`src/rtl/calc_cmd_issuer_if.sv`:
```
// rtl/calc_cmd_issuer_if.sv - host command/result and calculator handshake bundle for calc_cmd_issuer
interface calc_cmd_issuer_if #(
  parameter int W     = 4,
  parameter int DEPTH = 4
);
  logic                     cmd_valid;
  logic                     cmd_ready;
  logic [1:0]               cmd_op;
  logic [W-1:0]             cmd_a;
  logic [W-1:0]             cmd_b;
  logic                     calc_go;
  logic [1:0]               calc_op;
  logic [W-1:0]             calc_in1;
  logic [W-1:0]             calc_in2;
  logic                     calc_done;
  logic [W-1:0]             calc_result;
  logic                     res_valid;
  logic                     res_ready;
  logic [W-1:0]             res_data;
  logic [1:0]               res_op;
  logic                     res_err;
  logic                     busy;
  logic [$clog2(DEPTH):0]   fifo_count;

  modport master (
    input  cmd_valid, cmd_op, cmd_a, cmd_b, calc_done, calc_result, res_ready,
    output cmd_ready, calc_go, calc_op, calc_in1, calc_in2,
           res_valid, res_data, res_op, res_err, busy, fifo_count
  );

  modport slave (
    output cmd_valid, cmd_op, cmd_a, cmd_b, calc_done, calc_result, res_ready,
    input  cmd_ready, calc_go, calc_op, calc_in1, calc_in2,
           res_valid, res_data, res_op, res_err, busy, fifo_count
  );
endinterface

```
`src/rtl/calc_cmd_issuer.sv`:
```
// rtl/calc_cmd_issuer.sv - command FIFO and go/done issuer for the calculator core
// Optional WAIT timeout enabled by defining CALC_TIMEOUT_EN.
module calc_cmd_issuer #(
  parameter int W       = 4,
  parameter int DEPTH   = 4,
  parameter int TIMEOUT = 16
) (
  input  logic              clk,
  input  logic              rst,
  calc_cmd_issuer_if.master bus
);
  localparam int AW = $clog2(DEPTH);
  localparam int CW = AW + 1;
  localparam int EW = 2 + 2 * W;

  if (DEPTH < 2 || (DEPTH & (DEPTH - 1)) != 0 || TIMEOUT < 1) begin : g_param_check
    $error("calc_cmd_issuer: DEPTH must be a power of two >= 2 and TIMEOUT >= 1");
  end

  typedef enum logic [1:0] {IDLE, ISSUE, WAIT} state_t;

  state_t         state;
  logic [EW-1:0]  mem [DEPTH];
  logic [AW-1:0]  wr_ptr;
  logic [AW-1:0]  rd_ptr;
  logic [CW-1:0]  count;
  logic           push;
  logic           pop;

  logic           calc_go_q;
  logic [1:0]     calc_op_q;
  logic [W-1:0]   calc_in1_q;
  logic [W-1:0]   calc_in2_q;
  logic           res_valid_q;
  logic [W-1:0]   res_data_q;
  logic [1:0]     res_op_q;

  // Popping only when the result slot is free (or freeing now) means done can always be captured.
  assign bus.cmd_ready  = (count < CW'(DEPTH));
  assign push           = bus.cmd_valid & bus.cmd_ready;
  assign pop            = (state == IDLE) & (count != '0) & (!res_valid_q | bus.res_ready);

  assign bus.calc_go    = calc_go_q;
  assign bus.calc_op    = calc_op_q;
  assign bus.calc_in1   = calc_in1_q;
  assign bus.calc_in2   = calc_in2_q;
  assign bus.res_valid  = res_valid_q;
  assign bus.res_data   = res_data_q;
  assign bus.res_op     = res_op_q;
  assign bus.busy       = (state != IDLE) | (count != '0) | res_valid_q;
  assign bus.fifo_count = count;

`ifdef CALC_TIMEOUT_EN
  localparam int TW = $clog2(TIMEOUT + 1);
  logic [TW-1:0]  wait_cnt;
  logic           res_err_q;
  assign bus.res_err = res_err_q;
`else
  assign bus.res_err = 1'b0;
`endif

  always_ff @(posedge clk) begin
    if (push) begin
      mem[wr_ptr] <= {bus.cmd_op, bus.cmd_a, bus.cmd_b};
    end
  end

  always_ff @(posedge clk) begin
    if (rst) begin
      wr_ptr <= '0;
      rd_ptr <= '0;
      count  <= '0;
    end else begin
      if (push) begin
        wr_ptr <= wr_ptr + 1'b1;
      end
      if (pop) begin
        rd_ptr <= rd_ptr + 1'b1;
      end
      case ({push, pop})
        2'b10:   count <= count + 1'b1;
        2'b01:   count <= count - 1'b1;
        default: count <= count;
      endcase
    end
  end

  always_ff @(posedge clk) begin
    if (rst) begin
      state       <= IDLE;
      calc_go_q   <= 1'b0;
      calc_op_q   <= '0;
      calc_in1_q  <= '0;
      calc_in2_q  <= '0;
      res_valid_q <= 1'b0;
      res_data_q  <= '0;
      res_op_q    <= '0;
`ifdef CALC_TIMEOUT_EN
      wait_cnt    <= '0;
      res_err_q   <= 1'b0;
`endif
    end else begin
      if (res_valid_q && bus.res_ready) begin
        res_valid_q <= 1'b0;
      end
      case (state)
        IDLE: begin
          if (pop) begin
            {calc_op_q, calc_in1_q, calc_in2_q} <= mem[rd_ptr];
            calc_go_q <= 1'b1;
            state     <= ISSUE;
          end
        end
        ISSUE: begin
          calc_go_q <= 1'b0;
`ifdef CALC_TIMEOUT_EN
          wait_cnt  <= '0;
`endif
          state     <= WAIT;
        end
        WAIT: begin
          if (bus.calc_done) begin
            res_data_q  <= bus.calc_result;
            res_op_q    <= calc_op_q;
            res_valid_q <= 1'b1;
`ifdef CALC_TIMEOUT_EN
            res_err_q   <= 1'b0;
`endif
            state       <= IDLE;
          end
`ifdef CALC_TIMEOUT_EN
          // A done arriving after the timeout lands in IDLE and is dropped there.
          else if (wait_cnt == TW'(TIMEOUT - 1)) begin
            res_data_q  <= '0;
            res_op_q    <= calc_op_q;
            res_valid_q <= 1'b1;
            res_err_q   <= 1'b1;
            state       <= IDLE;
          end else begin
            wait_cnt <= wait_cnt + 1'b1;
          end
`endif
        end
        default: begin
          calc_go_q <= 1'b0;
          state     <= IDLE;
        end
      endcase
    end
  end
endmodule

```
`src/flat_wrapper.sv`:
```
// flat-port wrapper written by rule: the top's interface ports become plain ports
module calc_cmd_issuer_flat 
#(
  parameter int W       = 4,
  parameter int DEPTH   = 4,
  parameter int TIMEOUT = 16
)
  (clk, rst, bus_cmd_valid, bus_cmd_op, bus_cmd_a, bus_cmd_b, bus_calc_done, bus_calc_result, bus_res_ready, bus_cmd_ready, bus_calc_go, bus_calc_op, bus_calc_in1, bus_calc_in2, bus_res_valid, bus_res_data, bus_res_op, bus_res_err, bus_busy, bus_fifo_count);
  calc_cmd_issuer_if #(.W(W), .DEPTH(DEPTH)) bus_i ();
  input  logic clk;
  input  logic rst;
  input wire logic [$bits(bus_i.cmd_valid)-1:0] bus_cmd_valid;
  input wire logic [$bits(bus_i.cmd_op)-1:0] bus_cmd_op;
  input wire logic [$bits(bus_i.cmd_a)-1:0] bus_cmd_a;
  input wire logic [$bits(bus_i.cmd_b)-1:0] bus_cmd_b;
  input wire logic [$bits(bus_i.calc_done)-1:0] bus_calc_done;
  input wire logic [$bits(bus_i.calc_result)-1:0] bus_calc_result;
  input wire logic [$bits(bus_i.res_ready)-1:0] bus_res_ready;
  output wire logic [$bits(bus_i.cmd_ready)-1:0] bus_cmd_ready;
  output wire logic [$bits(bus_i.calc_go)-1:0] bus_calc_go;
  output wire logic [$bits(bus_i.calc_op)-1:0] bus_calc_op;
  output wire logic [$bits(bus_i.calc_in1)-1:0] bus_calc_in1;
  output wire logic [$bits(bus_i.calc_in2)-1:0] bus_calc_in2;
  output wire logic [$bits(bus_i.res_valid)-1:0] bus_res_valid;
  output wire logic [$bits(bus_i.res_data)-1:0] bus_res_data;
  output wire logic [$bits(bus_i.res_op)-1:0] bus_res_op;
  output wire logic [$bits(bus_i.res_err)-1:0] bus_res_err;
  output wire logic [$bits(bus_i.busy)-1:0] bus_busy;
  output wire logic [$bits(bus_i.fifo_count)-1:0] bus_fifo_count;
  assign bus_i.cmd_valid = bus_cmd_valid;
  assign bus_i.cmd_op = bus_cmd_op;
  assign bus_i.cmd_a = bus_cmd_a;
  assign bus_i.cmd_b = bus_cmd_b;
  assign bus_i.calc_done = bus_calc_done;
  assign bus_i.calc_result = bus_calc_result;
  assign bus_i.res_ready = bus_res_ready;
  assign bus_cmd_ready = bus_i.cmd_ready;
  assign bus_calc_go = bus_i.calc_go;
  assign bus_calc_op = bus_i.calc_op;
  assign bus_calc_in1 = bus_i.calc_in1;
  assign bus_calc_in2 = bus_i.calc_in2;
  assign bus_res_valid = bus_i.res_valid;
  assign bus_res_data = bus_i.res_data;
  assign bus_res_op = bus_i.res_op;
  assign bus_res_err = bus_i.res_err;
  assign bus_busy = bus_i.busy;
  assign bus_fifo_count = bus_i.fifo_count;
  calc_cmd_issuer #(.W(W), .DEPTH(DEPTH), .TIMEOUT(TIMEOUT)) u_core (.clk(clk), .rst(rst), .bus(bus_i));
endmodule
```
`config.mk`:
```
export PLATFORM = sky130hd
export DESIGN_NAME = calc_cmd_issuer_flat
export DESIGN_NICKNAME = d
export VERILOG_FILES = /design/src/rtl/calc_cmd_issuer_if.sv /design/src/rtl/calc_cmd_issuer.sv /design/src/flat_wrapper.sv
export SDC_FILE = /design/constraint.sdc
export NUM_CORES = 1
export LEC_CHECK = 0
export ABC_AREA = 1
export CELL_PAD_IN_SITES_DETAIL_PLACEMENT = 2
export CELL_PAD_IN_SITES_GLOBAL_PLACEMENT = 2
export CORE_AREA = 3 3 100 102
export CTS_CLUSTER_SIZE = 16
export DETAILED_ROUTE_END_ITERATION = 16
export DIE_AREA = 0 0 103 105
export PLACE_DENSITY_LB_ADDON = 0.3
export REMOVE_ABC_BUFFERS = 1
export SYNTH_ARGS = -nofsm -noshare
export SYNTH_HDL_FRONTEND = slang
export SYNTH_SLANG_ARGS = --single-unit
```
`constraint.sdc`:
```
create_clock -name clk -period 2 [get_ports clk]
set_input_delay 0.4 -clock clk [delete_from_list [all_inputs] [get_ports clk]]
set_output_delay 0.4 -clock clk [all_outputs]
set_load 0.1 [all_outputs]
```
==> results.ini, run 1 <==
[drt]
vias = 2227
detail-route-antenna-nets = 0
drt-wirelength-per-cell_um = 14.2
drc_errors = 0
drt_iter0_markers = 44
vias_per_cell = 4.45
dr.pass1.iters = 4
wirelength_um = 7100

[synth]
ys_top_cells_by_count = nand2_1, inv_1, edfxtp_1, nor2_1, dfxtp_1
avgSynthCellArea_um2 = 8.83
synthTopCellsByArea = edfxtp_1, dfxtp_1, nand2_1
synth_top_cell_by_area = edfxtp_1
yosysSeqAreaShare = 0.600
synth_edf_count = 40
synth_warnings = 0
synth_top_area_share = 0.414
yosysMostFrequentCell = nand2_1
yosys_register_bits = 67
mappedNetlistArea_um2 = 2900
ys_types = 23
synth_cells = 329
async_flop_share = 0
synth_flop_cell = edfxtp_1

[cells_and_area]
final_cells = 500
multi_input_area_um2 = 822
fillers = 1040
num_antenna_cells = 0
drive_above_1_share = 0.172
synthToLayoutAreaGrowth_pct = 26.2
ff_latch_area_um2 = 1750
nets = 409

[timing]
finalCritPeriodShare = 0.933
setup_viol = 0
fmax_mhz = 536
slew_headroom = 0.524
slew_violations = 0
finalHoldViolations = 0
tightest_slew_ps = 713
fin_crit_ps = 1870
skew_ps = 9.59

[place]
dp_cells = 482
hpwl_um = 5180
io_buffers = 41
place.gp.congestion = 0.709

[setup_path]
r2r_slack_ps = 130
reg2reg_from = u_core.state[0]
endpoint = u_core.bus.fifo_count[2]
reg2regPathDepth = 10
cp-start-kind = flip-flop
cp.arrival_ps = 2140
required_ps = 2270
critical_path_class = flip-flop to flip-flop
regToRegEndpoint = u_core.bus.fifo_count[2]
path_max_fanout = 3
crit_start = u_core.state[0]
end_kind = flip-flop

[cts]
clk_latency_ps = 340
clkTransAtPathRegs_ps = 80
numClockSinks = 67
cts_made_buffers = 9
clockRootBuffer = clkbuf_8
htree_num_levels = 3
cts_tree = built
clockBufferDepth = 2
cts_hold_buf = 0

[power]
finalPower_uw = 5860
pwr_density_cell_nw_per_um2 = 1600
p_leak_uw = 0.00170
irDropWorstVdd_mv = 0.407

[min_path]
worstHoldPathType = flip-flop to flip-flop
hold_path_startpoint = u_core.bus.calc_go

[floorplanning]
die-area_um2 = 10800
die-height_um = 105
row_count = 35
die_x_um = 103
initial_core_util = 0.316
core_um2 = 9200
boundaryPins = 43

[run]
cap_violations = 0

[grt]
grt_max_degree = 24
grt_first_pass_wirelength_um = 11700
gr-total-overflow = 0
antenna_found_initial = 0
grt_pass1_vias = 2363
track_usage = 0.142

[status]
outcome = finished clean

[critical path, cell delays in order (launching register included)]
cell and delay (ps):
dfxtp_1 360, nor2_4 150, nand3_2 100, inv_2 70, ha_1 150, inv_1 70, fa_2 330, or2_2 310
nand4_1 90, nand2_1 60, nor2_1 110
[metal layers]
layer / vias up / wire length, um / GRT usage
li1: 1114 / - / -
met1: 1070 / 3050 / 0.168
met2: 36 / 3680 / 0.242
met3: 7 / 279 / 0.0454
met4: 0 / 93 / 0.0472
met5: - / 0 / 0
[area by class of cell]
type | count | share of cell area
Multi-Input combinational cell | 180 | 0.224
Timing Repair Buffer | 55 | 0.131
Clock inverter | 7 | 0.0225
Clock buffer | 9 | 0.0338
Sequential cell | 67 | 0.477
Inverter | 71 | 0.0727
Tap cell | 111 | 0.0379
[power breakdown]
group          internal (uW)  total (uW)  switching, uW
sequential              1720        1880            157
combinational            765        2810           2040
clock                    597        1170            575
[through the flow]
step | hold slack, ps | utilization | worst slack [ps] | setup TNS [ps] | instance area, um^2
after floorplan | 469 | - | -1340 | -32460 | 2820
after global placement | 463 | 0.373 | -349 | -356 | 3430
after detailed placement | 475 | 0.373 | -440 | -526 | 3430
after CTS | 488 | 0.395 | 48.3 | 0 | 3630
after global routing | 519 | 0.398 | -1.42 | -1.42 | 3660
final | 482 | 0.398 | 134 | 0 | 3660
[flip-flops by register name (all words and copies together), names as in the netlist, 3 cells and up]
| signal | flops |
|---|---|
| u_core.bus.calc_in1 | 4 |
| u_core.bus.calc_in2 | 4 |
| u_core.bus.fifo_count | 3 |
| u_core.bus.res_data | 4 |
| u_core.mem | 40 |
[timing repair]
action | CTS | global route
pin swaps | 0 | 2
setup buffers | 0 | 2
resized for setup | 3 | 7
endpoints found under the setup margin | 1 | 1
[worst min path at each step]
| stage | end | cells after the start |
|---|---|---|
| floorplan | u_core.bus.calc_go | 1 |
| global placement | u_core.bus.res_op[0] | 2 |
| detailed placement | u_core.bus.calc_go | 2 |
| CTS | u_core.bus.calc_go | 2 |
| global route | u_core.bus.res_data[0] | 2 |
| finish | u_core.bus.calc_go | 2 |
[layout by cell type, fill, tap and decap left out]
| master | instances |
|---|---|
| a21oi_1 | 9 |
| buf_12 | 2 |
| buf_4 | 35 |
| bufinv_16 | 1 |
| clkbuf_8 | 9 |
| clkdlybuf4s50_1 | 17 |
| clkinvlp_4 | 2 |
| conb_1 | 1 |
| dfxtp_1 | 24 |
| dfxtp_2 | 2 |
| dfxtp_4 | 1 |
| dlygate4sd2_1 | 1 |
| edfxtp_1 | 40 |
| fa_2 | 1 |
| ha_1 | 5 |
| inv_1 | 67 |
| inv_2 | 4 |
| inv_6 | 3 |
| inv_8 | 1 |
| nand2_1 | 81 |
| nand2_2 | 2 |
| nand3_1 | 24 |
| nand3_2 | 1 |
| nand4_1 | 2 |
| nor2_1 | 40 |
| nor2_2 | 1 |
| nor2_4 | 1 |
| nor3_1 | 1 |
| o21ai_0 | 8 |
| o21ai_1 | 2 |
| or2_2 | 1 |
[cell families after synthesis]
group                    Yosys count  synth area share
other                              1           0.00129
AND/OR/NAND/NOR                  154             0.217
adder cells (fa/ha/maj)            6            0.0284
buffers and inverters             82             0.121
flip-flops                        67             0.600
AO/OA/AOI/OAI                     19            0.0327
(Power assumes the default switching activity.)
==> inputs of run 2 (changes only) <==
--- a/config.mk
+++ b/config.mk
@@ -9,7 +9,7 @@
 export CELL_PAD_IN_SITES_DETAIL_PLACEMENT = 2
 export CELL_PAD_IN_SITES_GLOBAL_PLACEMENT = 2
 export CORE_AREA = 3 3 100 102
-export CTS_CLUSTER_SIZE = 16
+export CTS_CLUSTER_SIZE = 28
 export DETAILED_ROUTE_END_ITERATION = 16
 export DIE_AREA = 0 0 103 105
 export PLACE_DENSITY_LB_ADDON = 0.3
==> results of run 2 <==
Final layout, timing and power as in run 1 (identical DEF).
